==> src/rtl/edge_event_arbiter_if.sv <==
`default_nettype none
// ============================================================================
//  Module   : edge_event_arbiter_if
//  Purpose  : Valid/ready event port carrying the granted channel index.
//  Revision : 1.0 - initial release
// ============================================================================
interface edge_event_arbiter_if #(
    parameter int N_CH = 4
);
    localparam int CH_W = $clog2(N_CH);

    logic            evt_valid;
    logic [CH_W-1:0] evt_ch;
    logic            evt_ready;

    modport master (output evt_valid, output evt_ch, input evt_ready);
    modport slave  (input evt_valid, input evt_ch, output evt_ready);
endinterface
`default_nettype wire

==> src/rtl/edge_event_arbiter.sv <==
`default_nettype none
// ============================================================================
//  Module   : edge_event_arbiter
//  Purpose  : Rising-edge event latch with round-robin grant onto one port.
//  Revision : 1.0 - initial release
// ============================================================================
module edge_event_arbiter #(
    parameter  int N_CH  = 4,
    parameter  int CNT_W = 8,
    localparam int CH_W  = $clog2(N_CH)
) (
    input  wire logic              clk,
    input  wire logic              reset,
    input  wire logic [N_CH-1:0]   data_in_i,
    input  wire logic [N_CH-1:0]   en_mask_i,
    input  wire logic              ovr_clr_i,
    edge_event_arbiter_if.master   evt_if,
    output      logic [N_CH-1:0]   pending_o,
    output      logic [N_CH-1:0]   overrun_o,
    output      logic [CNT_W-1:0]  ovr_cnt_o
);

    localparam logic [0:0] c_IDLE  = 1'b0;
    localparam logic [0:0] c_OFFER = 1'b1;

    logic [0:0]       state_q, state_d;
    logic [N_CH-1:0]  prev_q;
    logic [N_CH-1:0]  pending_q, pending_d;
    logic [N_CH-1:0]  overrun_q, overrun_d;
    logic [CNT_W-1:0] ovr_cnt_q, ovr_cnt_d;
    logic             valid_q, valid_d;
    logic [CH_W-1:0]  ch_q, ch_d;
    logic [CH_W-1:0]  last_q, last_d;

    logic [N_CH-1:0]  rise, acc_vec, ovr_new;
    logic             accept;
    logic [CNT_W:0]   cnt_sum;
    logic [CH_W-1:0]  pick, idx;

    // Pending/overrun bookkeeping; an accept of a channel frees its slot
    // for a same-cycle rise so that case never counts as an overrun.
    always_comb begin
        rise    = data_in_i & ~prev_q & en_mask_i;
        accept  = valid_q & evt_if.evt_ready;
        acc_vec = '0;
        if (accept) acc_vec[ch_q] = 1'b1;
        ovr_new   = rise & pending_q & ~acc_vec;
        pending_d = (pending_q & ~acc_vec) | rise;
        overrun_d = (ovr_clr_i ? {N_CH{1'b0}} : overrun_q) | ovr_new;
        cnt_sum   = {1'b0, (ovr_clr_i ? {CNT_W{1'b0}} : ovr_cnt_q)};
        for (int i = 0; i < N_CH; i++) begin
            cnt_sum = cnt_sum + (CNT_W+1)'(ovr_new[i]);
        end
        ovr_cnt_d = cnt_sum[CNT_W] ? {CNT_W{1'b1}} : cnt_sum[CNT_W-1:0];
    end

    // Scan downward so the nearest pending channel after last_q wins.
    always_comb begin
        pick = last_q;
        idx  = '0;
        for (int k = N_CH; k >= 1; k--) begin
            idx = CH_W'((int'(last_q) + k) % N_CH);
            if (pending_q[idx]) pick = idx;
        end
    end

    always_ff @(posedge clk) begin
        if (reset) state_q <= c_IDLE;
        else       state_q <= state_d;
    end

    always_comb begin
        state_d = state_q;
        case (state_q)
            c_IDLE:  if (|pending_q) state_d = c_OFFER;
            c_OFFER: if (accept)     state_d = c_IDLE;
            default: state_d = c_IDLE;
        endcase
    end

    always_comb begin
        valid_d = valid_q;
        ch_d    = ch_q;
        last_d  = last_q;
        case (state_q)
            c_IDLE: begin
                if (|pending_q) begin
                    valid_d = 1'b1;
                    ch_d    = pick;
                end
            end
            c_OFFER: begin
                if (accept) begin
                    valid_d = 1'b0;
                    last_d  = ch_q;
                end
            end
            default: ;
        endcase
    end

    // prev_q tracks the inputs even in reset so a level held through reset
    // is not seen as an edge afterwards.
    always_ff @(posedge clk) begin
        prev_q <= data_in_i;
        if (reset) begin
            pending_q <= '0;
            overrun_q <= '0;
            ovr_cnt_q <= '0;
            valid_q   <= 1'b0;
            ch_q      <= '0;
            last_q    <= CH_W'(N_CH - 1);
        end else begin
            pending_q <= pending_d;
            overrun_q <= overrun_d;
            ovr_cnt_q <= ovr_cnt_d;
            valid_q   <= valid_d;
            ch_q      <= ch_d;
            last_q    <= last_d;
        end
    end

    assign evt_if.evt_valid = valid_q;
    assign evt_if.evt_ch    = ch_q;
    assign pending_o        = pending_q;
    assign overrun_o        = overrun_q;
    assign ovr_cnt_o        = ovr_cnt_q;

endmodule
`default_nettype wire

==> src/flat_wrapper.sv <==
// flat-port wrapper written by rule: the top's interface ports become plain ports
module edge_event_arbiter_flat 
#(
    parameter  int N_CH  = 4,
    parameter  int CNT_W = 8,
    localparam int CH_W  = $clog2(N_CH)
)
  (clk, reset, data_in_i, en_mask_i, ovr_clr_i, pending_o, overrun_o, ovr_cnt_o, evt_if_evt_valid, evt_if_evt_ch, evt_if_evt_ready);
  edge_event_arbiter_if #(.N_CH(N_CH)) evt_if_i ();
  input  wire logic clk;
  input  wire logic reset;
  input  wire logic [N_CH-1:0] data_in_i;
  input  wire logic [N_CH-1:0] en_mask_i;
  input  wire logic ovr_clr_i;
  output      logic [N_CH-1:0] pending_o;
  output      logic [N_CH-1:0] overrun_o;
  output      logic [CNT_W-1:0] ovr_cnt_o;
  output wire logic [$bits(evt_if_i.evt_valid)-1:0] evt_if_evt_valid;
  output wire logic [$bits(evt_if_i.evt_ch)-1:0] evt_if_evt_ch;
  input wire logic [$bits(evt_if_i.evt_ready)-1:0] evt_if_evt_ready;
  assign evt_if_evt_valid = evt_if_i.evt_valid;
  assign evt_if_evt_ch = evt_if_i.evt_ch;
  assign evt_if_i.evt_ready = evt_if_evt_ready;
  edge_event_arbiter #(.N_CH(N_CH), .CNT_W(CNT_W)) u_core (.clk(clk), .reset(reset), .data_in_i(data_in_i), .en_mask_i(en_mask_i), .ovr_clr_i(ovr_clr_i), .evt_if(evt_if_i), .pending_o(pending_o), .overrun_o(overrun_o), .ovr_cnt_o(ovr_cnt_o));
endmodule
==> config.mk <==
export PLATFORM = sky130hd
export DESIGN_NAME = edge_event_arbiter_flat
export DESIGN_NICKNAME = d
export VERILOG_FILES = /design/src/rtl/edge_event_arbiter_if.sv /design/src/rtl/edge_event_arbiter.sv /design/src/flat_wrapper.sv
export SDC_FILE = /design/constraint.sdc
export NUM_CORES = 1
export LEC_CHECK = 0
export ABC_AREA = 1
export BUFFER_PORTS_ARGS = -buffer_cell sky130_fd_sc_hd__buf_4
export CORE_MARGIN = 2
export CORE_UTILIZATION = 45
export DETAILED_ROUTE_END_ITERATION = 16
export PLACE_DENSITY = 0.69
export SYNTH_ARGS = -nofsm -noshare
export SYNTH_HDL_FRONTEND = slang
export SYNTH_SLANG_ARGS = --single-unit
==> constraint.sdc <==
create_clock -name clk -period 5.29 [get_ports clk]
set_input_delay 0.529 -clock clk [delete_from_list [all_inputs] [get_ports clk]]
set_output_delay 0.529 -clock clk [all_outputs]
set_load 0.05 [all_outputs]
; ---- Yosys cells after proc, flatten, opt, wreduce, memory -nomap -nowiden
; Cells that the tools add are included.
[totals]
out_inout_bits = 19
ff_bits = 26
[classes]
n_reduce_logical = 5
eq_ne = 2
bitwise = 11
n_mux = 24
magnitude_cmp = 6
add_sub_neg = 8
[ops]
columns = op, n
row1 = adder 9 x 1 -> 9 bit, 3
row2 = bitwise AND 4 bit, 5
row3 = 2-to-1 mux 8 bit, 2
row4 = less-than comparator 2 x 3 -> 1 bit (second input constant), 5
row5 = adder 8 x 1 -> 9 bit, 1
row6 = 2-to-1 mux 1 bit, 9
row7 = binary-select mux 1 bit (select 2 bit), 4
row8 = 2-to-1 mux 2 bit, 4
row9 = 2-to-1 mux 4 bit, 2
row10 = inverter 4 bit, 2
row11 = bitwise OR 4 bit, 2
row12 = AND reduction 2 bit, 3
row13 = adder 2 x 1 -> 2 bit (second input constant), 2
row14 = adder 2 bit (second input constant), 2
row15 = one-hot mux 1 bit (2 select lines), 2
row16 = OR reduction 4 bit, 1
row17 = demux 1 bit (select 2 bit), 1
row18 = >= comparator 2 x 1 -> 1 bit (second input constant), 1
row19 = != test 2 x 1 -> 1 bit (second input constant), 1
row20 = != test 2 bit (second input constant), 1
row21 = bitwise AND 1 bit, 1
row22 = logical AND 1 bit, 1
row23 = inverter 1 bit, 1

; ---- Logic depth before layout (Yosys ltp)
; Gate-level depths: netlist of the first run.
[depth]
depth_word = 12
depth_mapped = 15

; ---- Worst setup path after synthesis of the first run
; Ideal clock, no wire load.
[synth_timing]
path_type = flip-flop to flip-flop
startpoint = register u_core.ch_q[0] (netlist: u_core.evt_if.evt_ch[0])
endpoint = register u_core.ovr_cnt_q[5] (netlist: u_core.ovr_cnt_o[5])
arrival_ps = 2821
path_stages_with_launch = 14
path_buffers = 0
setup_time_ps = 56
setup_slack_ps = 2413
cell_sequence = dfxtp_1 > inv_1 > nand3_1 > nand3_1 > fa_1 > fa_1 > inv_1 > fa_1 > inv_1 > nor3_4 > nand3_2 > o21ai_1 > o21ai_1 > inv_1
[synth_between]
elab_chain_len = 12
elab_cells_between_ends = 13
cone_classes = add/sub: 4 / order compare: 2 / mux: 4 / bitwise: 2 / reduce/logical: 1
[synth_rtl]
columns = item, line
row1 = start: declaration, edge_event_arbiter.sv:32  ; logic [CH_W-1:0] ch_q, ch_d;
row2 = start signal: assignment, edge_event_arbiter.sv:118  ; ch_q <= ch_d;
row3 = less-than comparator 2 x 3 -> 1 bit (implied by the code) / >= comparator 2 x 1 -> 1 bit (equally long branches), edge_event_arbiter.sv:46  ; if (accept) acc_vec[ch_q] = 1'b1;
row4 = logical AND 1 bit (implied by the code), edge_event_arbiter.sv:46
row5 = 2-to-1 mux 1 bit (implied by the code), edge_event_arbiter.sv:46
row6 = demux 1 bit (select 2 bit) (*), n/a
row7 = 2-to-1 mux 4 bit (*), edge_event_arbiter.sv:46
row8 = inverter 4 bit (*), edge_event_arbiter.sv:47  ; ovr_new = rise & pending_q & ~acc_vec;
row9 = bitwise AND 4 bit (*), edge_event_arbiter.sv:47
row10 = adder 8 x 1 -> 9 bit, edge_event_arbiter.sv:52  ; cnt_sum = cnt_sum + (CNT_W+1)'(ovr_new[i]);
row11 = adder 9 x 1 -> 9 bit (2 in a row), edge_event_arbiter.sv:52
row12 = adder 9 x 1 -> 9 bit (*), edge_event_arbiter.sv:52
row13 = 2-to-1 mux 8 bit (*), edge_event_arbiter.sv:54  ; ovr_cnt_d = cnt_sum[CNT_W] ? {CNT_W{1'b1}} : cnt_sum[CNT_W-1:0];
row14 = end signal: assignment, edge_event_arbiter.sv:116  ; ovr_cnt_q <= ovr_cnt_d;
row15 = end: declaration, edge_event_arbiter.sv:30  ; logic [CNT_W-1:0] ovr_cnt_q, ovr_cnt_d;
; Mark *: on every way between the ends. The rest lies on a longest branch, timed or not.
; A chain may end at the register's enable or synchronous reset.

; ---- Worst setup path in the final report of the first run
[layout_timing]
startpoint = register u_core.ch_q[0] (netlist: u_core.evt_if.evt_ch[0])
endpoint = register u_core.ovr_cnt_q[7] (netlist: u_core.ovr_cnt_o[7])
; The elaborated chain is that of the path after synthesis.

==> results of run 1 <==
==> metrics by stage <==
stage          util, %  setup slack, ps  power [W]  hold slack, ps  cells
2_1_floorplan        -             2410   0.000262             459    176
3_3_place_gp      55.5             2350   0.000283             454    234
3_5_place_dp      55.5             2300   0.000285             459    234
4_1_cts           56.3             2520   0.000366             303    237
5_1_grt           56.3             2300   0.000383             290    237
6_report          56.3             2520   0.000361             318    237
==> final timing paths <==
check	to	slack, ps	cells after the start
max	u_core.ovr_cnt_o[7]	2520	13
min	u_core.prev_q[1]	320	1
max reg2reg	u_core.ovr_cnt_o[7]	2520	13
min reg2reg	u_core.overrun_o[3]	480	2
==> report_power, final <==
part | total [W] | internal [W] | switching, W
Combinational | 0.0000663 | 0.0000226 | 0.0000437
Sequential | 0.000214 | 0.000205 | 0.00000958
Clock | 0.0000806 | 0.0000267 | 0.0000539
==> kinds of logic (layout without fill, tap and decap cells) <==
family,Yosys count,after routing
flip-flops,26,26
AO/OA/AOI/OAI,28,28
buffers and inverters,27,57
XOR/XNOR,1,1
adder cells (fa/ha/maj),4,4
AND/OR/NAND/NOR,90,90
==> flip-flops by register name, indices dropped and copies added (netlist names) <==
register / flops
u_core.ovr_cnt_o: 8
u_core.pending_o: 4
u_core.last_q: 2
u_core.evt_if.evt_ch: 2
u_core.prev_q: 4
u_core.evt_if.evt_valid: 1
u_core.state_q: 1
u_core.overrun_o: 4
==> cells in the mapped netlist, drive strengths merged <==
master	n	area share [%]
nand3	13	5.6
xor2	1	0.70
fa	3	4.8
a21oi	16	6.4
dfxtp	26	41
clkbuf	2	0.60
o21ai	8	3.2
nor3	4	2.5
inv	24	7.8
a211oi	2	1.2
ha	1	0.99
nor2	17	5.3
nand4	1	0.50
buf	1	0.89
nor4	1	0.50
nand2	54	17
a31oi	2	0.99
==> layout by cell type (no fill, tap or decap), types with 2 or more instances in the layout <==
master and n:
nand2_1 52, buf_4 30, dfxtp_1 26, inv_1 20, nor2_1 16, a21oi_1 16
nand3_1 12, o21ai_0 6, nor3_1 3, fa_1 3, clkbuf_4 3, a211oi_1 2
inv_2 2, o21ai_1 2, a31oi_1 2
==> layer usage <==
layer / vias to the layer above / wire (µm) / global-route usage [%] / share of wire, %
met5: - / 0 / 0 / 0
met3: 4 / 102 / 2.53 / 3.9
met2: 27 / 1300 / 30.4 / 50
met4: 0 / 36 / 8.64 / 1.4
met1: 535 / 1180 / 22.9 / 45
li1: 624 / - / - / -
==> worst max-delay path, delay by kind of cell (launching register included) <==
family / cells / cell delay, ps
flops: 1 / 470
fa+ha+maj: 3 / 1110
simple gates: 7 / 860
buf+inv: 3 / 270
==> area by class of cell <==
cell class / instances / area (µm²) / area share, %
multi-input cells: 123 / 622 / 40.7
flip-flops and latches: 26 / 520 / 34.1
repair buffers: 30 / 225 / 14.8
inverters: 24 / 97.6 / 6.39
well taps: 31 / 38.8 / 2.54
clock buffers: 3 / 22.5 / 1.48
==> reports/metrics.yaml, run 1 <==
worst_setup_path:
  crit_required_ps: 5550
  arrival_ps: 3030
  critPathMaxFanout: 7
  startpoint: "u_core.evt_if.evt_ch[0]"
  crit_slowest_cell: "fa_1"
  cpPeakStageDelay_ps: 520
  critPathKind: "reg2reg"
  worstReg2RegStart: "u_core.evt_if.evt_ch[0]"
  end_kind: "flip-flop"
  crit_path_cell_trace: "inv_1 > nand3_1 > nand3_1 > fa_1 > fa_1 > inv_1 > fa_1 > inv_1 > nor3_4 > nand3_2 > nand2_1 > nor2_1 > nor2_1"
  start_kind: "flip-flop"
power_and_ir_drop:
  p_leak_nw: 0.748
  max-vdd-ir-drop_mv: 0.174
  power.density_nw_per_um2: 237
floorplanning:
  die_h_um: 56.9
  row_count: 19
  start_util_pct: 46.4
  io_pins: 31
  core_um2: 2710
  dieArea_um2: 3240
  chipWidth_um: 56.9
grt:
  grt_util_all_layers_pct: 18.2
  grt_pass1_wl_um: 4690
  grt_max_degree: 21
  grt_pass1_vias: 1155
  antenna_found_initial: 0
  grt_overflow: 0
logic_synthesis:
  synth_cells: 176
  synth_compound_area_share_pct: 11.7
  synth_area_um2: 1260
  synth_xor_xnor_area_share_pct: 0.696
  syn_avg_cell_area_um2: 7.15
  ys_ff_latch: 26
  synthMuxAreaShare_pct: 0
  synth.distinct_cells: 26
  synth_top_family_by_area: "simple AND/OR/NAND/NOR gates"
  ys_warn_count: 0
  synthesis.nets: 192
  synthSimpleGateAreaFrac_pct: 31.2
  yosysSeqAreaShare_pct: 41.4
  synthAdderAreaFrac_pct: 5.77
route:
  via_per_inst: 5.02
  firstDrtPassIters: 5
  wl_per_cell_um: 11.0
  vias: 1190
  antenna_left: 0
  routed_wl_um: 2620
  drt_iter0_drc: 44
  drcViolationCount: 0
sta:
  tns_ps: 0
  rsz0062_at_grt: "no"
  post-route-min-period_ps: 2770
  finalCritPeriodShare_pct: 52.4
  hold_viol: 0
  worstMarginPinSlew_ps: 360
  slew_viol_final: 0
  max_freq_mhz: 361
  relSlewSlack_pct: 75.8
  setup_viol: 0
  finalClockSkew_ps: 2.91
flow_run:
  max-cap-violations: 0
layout:
  drive_gt1_share_pct: 20.4
  n_fill_cell: 263
  area_growth_pct: 21.3
  fin_area_um2: 1530
  nets: 224
  insertedDiodeCount: 0
clock_tree:
  cts_tree: "built"
  htreeDepth: 1
  clk_pin_slew_worst_paths_ps: 130
  cts_root_buffer: "clkbuf_4"
  clk_path_buf_depth: 2
  post_cts_buffers: 0
  clock_latency_ps: 310
  ctsHoldBuffers: 0
  cts_sinks: 26
  cts_buffers: 3
  cts_resized: 0
worst_hold_path:
  min-delay-start: "data_in_i[1]"
  hold_class: "in2reg"
status:
  outcome: "finished clean"
placement:
  place.gp.congestion: 0.882
  portBuffers: 30
  dpl.hpwl_um: 2090
  post_dp_cell_area_um2: 1500
(Power assumes the default switching activity.)
==> run 2, diff against run 1 <==
Settings changed: PLACE_DENSITY 0.69 to 0.72.
Clock period 5.29 ns to 2.4 ns, I/O delays scaled along.
==> reports/metrics.yaml, run 2 (synthesis results as in run 1) <==
worst_setup_path:
  critPathKind: "reg2reg"
  cp_common_cell: "nand3_4"
  crit_path_cell_trace: "nand2_4 > inv_4 > nand3_4 > nand3_4 > fa_1 > fa_2 > inv_2 > fa_2 > inv_2 > nor3_4 > nand3_4 > nand2_2 > nor2_1 > nor2_1"
  end_kind: "flip-flop"
  crit_slowest_cell: "fa_1"
  arrival_ps: 2770
  crit_required_ps: 2680
  cpPeakStageDelay_ps: 490
  critPathMaxFanout: 7
  start_kind: "flip-flop"
clock_tree:
  htreeDepth: 1
  cts_sinks: 26
  clk_pin_slew_worst_paths_ps: 140
  cts_buffers: 3
  clk_path_buf_depth: 2
  cts_root_buffer: "clkbuf_4"
  cts_tree: "built"
  ctsHoldBuffers: 0
  clock_latency_ps: 330
sta:
  post-route-min-period_ps: 2490
  worst_slack_ps: -86.7
  tns_ps: -467
  max_freq_mhz: 402
  finalCritPeriodShare_pct: 104
  slew_viol_final: 0
  rsz0062_at_grt: "yes"
  setup_viol: 9
  hold_viol: 0
  worstMarginPinSlew_ps: 458
  whs_ps: 20.1
  finalClockSkew_ps: 13.1
  relSlewSlack_pct: 69.2
floorplanning:
  start_util_pct: 46.4
  row_count: 19
  io_pins: 31
  chipWidth_um: 56.9
  die_h_um: 56.9
  dieArea_um2: 3240
  core_um2: 2710
route:
  wl_per_cell_um: 12.8
  drcViolationCount: 0
  firstDrtPassIters: 4
  antenna_left: 0
  via_per_inst: 5.24
  drt_iter0_drc: 67
  vias: 1362
  routed_wl_um: 3320
layout:
  final_core_utilization_pct: 66.8
  layout.cells.most_common: "buf_4"
  area_growth_pct: 43.7
  insertedDiodeCount: 0
  mostFrequentLayoutCells: "52 x buf_4, 50 x nand2_1, 20 x dfxtp_1, 15 x inv_1"
  instances_no_fill: 260
  nets: 246
  drive_gt1_share_pct: 39.3
  largest_register_ffs: 8
power_and_ir_drop:
  max-vdd-ir-drop_mv: 0.416
  p_sw_w: 0.000263
  p_leak_nw: 0.859
  p_sw_share_pct: 30.8
  p_seq_share_pct: 55.5
  p_int_w: 0.000592
  power_frac_comb_pct: 22.2
  clockPowerShare_pct: 22.2
  power.density_nw_per_um2: 473
grt:
  grt_pass1_vias: 1279
  grt_pass1_wl_um: 5490
  grt_max_degree: 21
  antenna_found_initial: 0
  grt_overflow: 0
  grt_util_all_layers_pct: 22.2
status:
  outcome: "complete, but fails checks"
  violations: "negative setup slack"
placement:
  portBuffers: 30
  placedCellCount: 237
  place.gp.congestion: 0.865
  dpl.hpwl_um: 2230
worst_hold_path:
  hold_class: "in2reg"
flow_run:
  max-cap-violations: 0
==> run 2: cell types whose count changed in the layout (fill, tap and decap cells not counted), moves of 3 or more <==
cell	delta
inv_2	+3
buf_4	+22
dfxtp_1	-6
inv_1	-5
dfxtp_2	+3
nand3_4	+3
dfxtp_4	+3
nand3_1	-4
==> run 2: path summary, 6_finish.rpt <==
| path | from | end | slack, ps | cells past startpoint |
|---|---|---|---|---|
| worst max-delay path | u_core.evt_if.evt_valid | u_core.ovr_cnt_o[7] | -90 | 14 |
| worst min-delay path | data_in_i[3] | u_core.prev_q[3] | 20 | 1 |
| worst max register to register | u_core.evt_if.evt_valid | u_core.ovr_cnt_o[7] | -90 | 14 |
| worst min register to register | u_core.overrun_o[3] | u_core.overrun_o[3] | 480 | 2 |
==> run 2: power by group through the flow <==
stage | combinational, W | sequential (W) | clock (W)
finish | 0.000190 | 0.000475 | 0.000190
global route | 0.000206 | 0.000479 | 0.000208
CTS | 0.000178 | 0.000474 | 0.000196
detailed placement | 0.000160 | 0.000483 | 0
global placement | 0.000157 | 0.000482 | 0
floorplan | 0.0000643 | 0.000522 | 0
==> run 2: worst max-delay path: cells and delay by family (launching register included) <==
kind	cells	cell delay, ps
adders and majority gates	3	1040
and+or+nand+nor	8	840
DFF	1	380
buffers and inverters	3	160
==> run 2: metal layers <==
metal  GRT usage, %  share of wire [%]  vias up
li1               -                  -      671
met5              0                  0        -
met3           3.92                4.8       12
met2           36.3                 52       38
met1           26.5                 39      641
met4           14.3                4.5        0
==> run 2: timing repair <==
item | in CTS | in global routing
pin swaps | 2 | 6
endpoints found under the setup margin | 8 | 9
buffers inserted | 17 | 2
resized for setup | 6 | 10
==> run 2: cell type report <==
class	instances	area [µm²]
flip-flops and latches	26	536
multi-input cells	123	716
well taps	31	38.8
clock buffers	4	26.3
repair buffers	52	390
inverters	24	103
fillers	218	901
==> run 2: through the flow <==
step	setup WS, ps	area [µm²]	total power (W)
after floorplan	8.46	1300	0.000586
after global placement	-20.6	1570	0.000639
after detailed placement	-151	1570	0.000643
after CTS	-63.8	1750	0.000848
after global routing	-215	1810	0.000893
final	-86.7	1810	0.000855
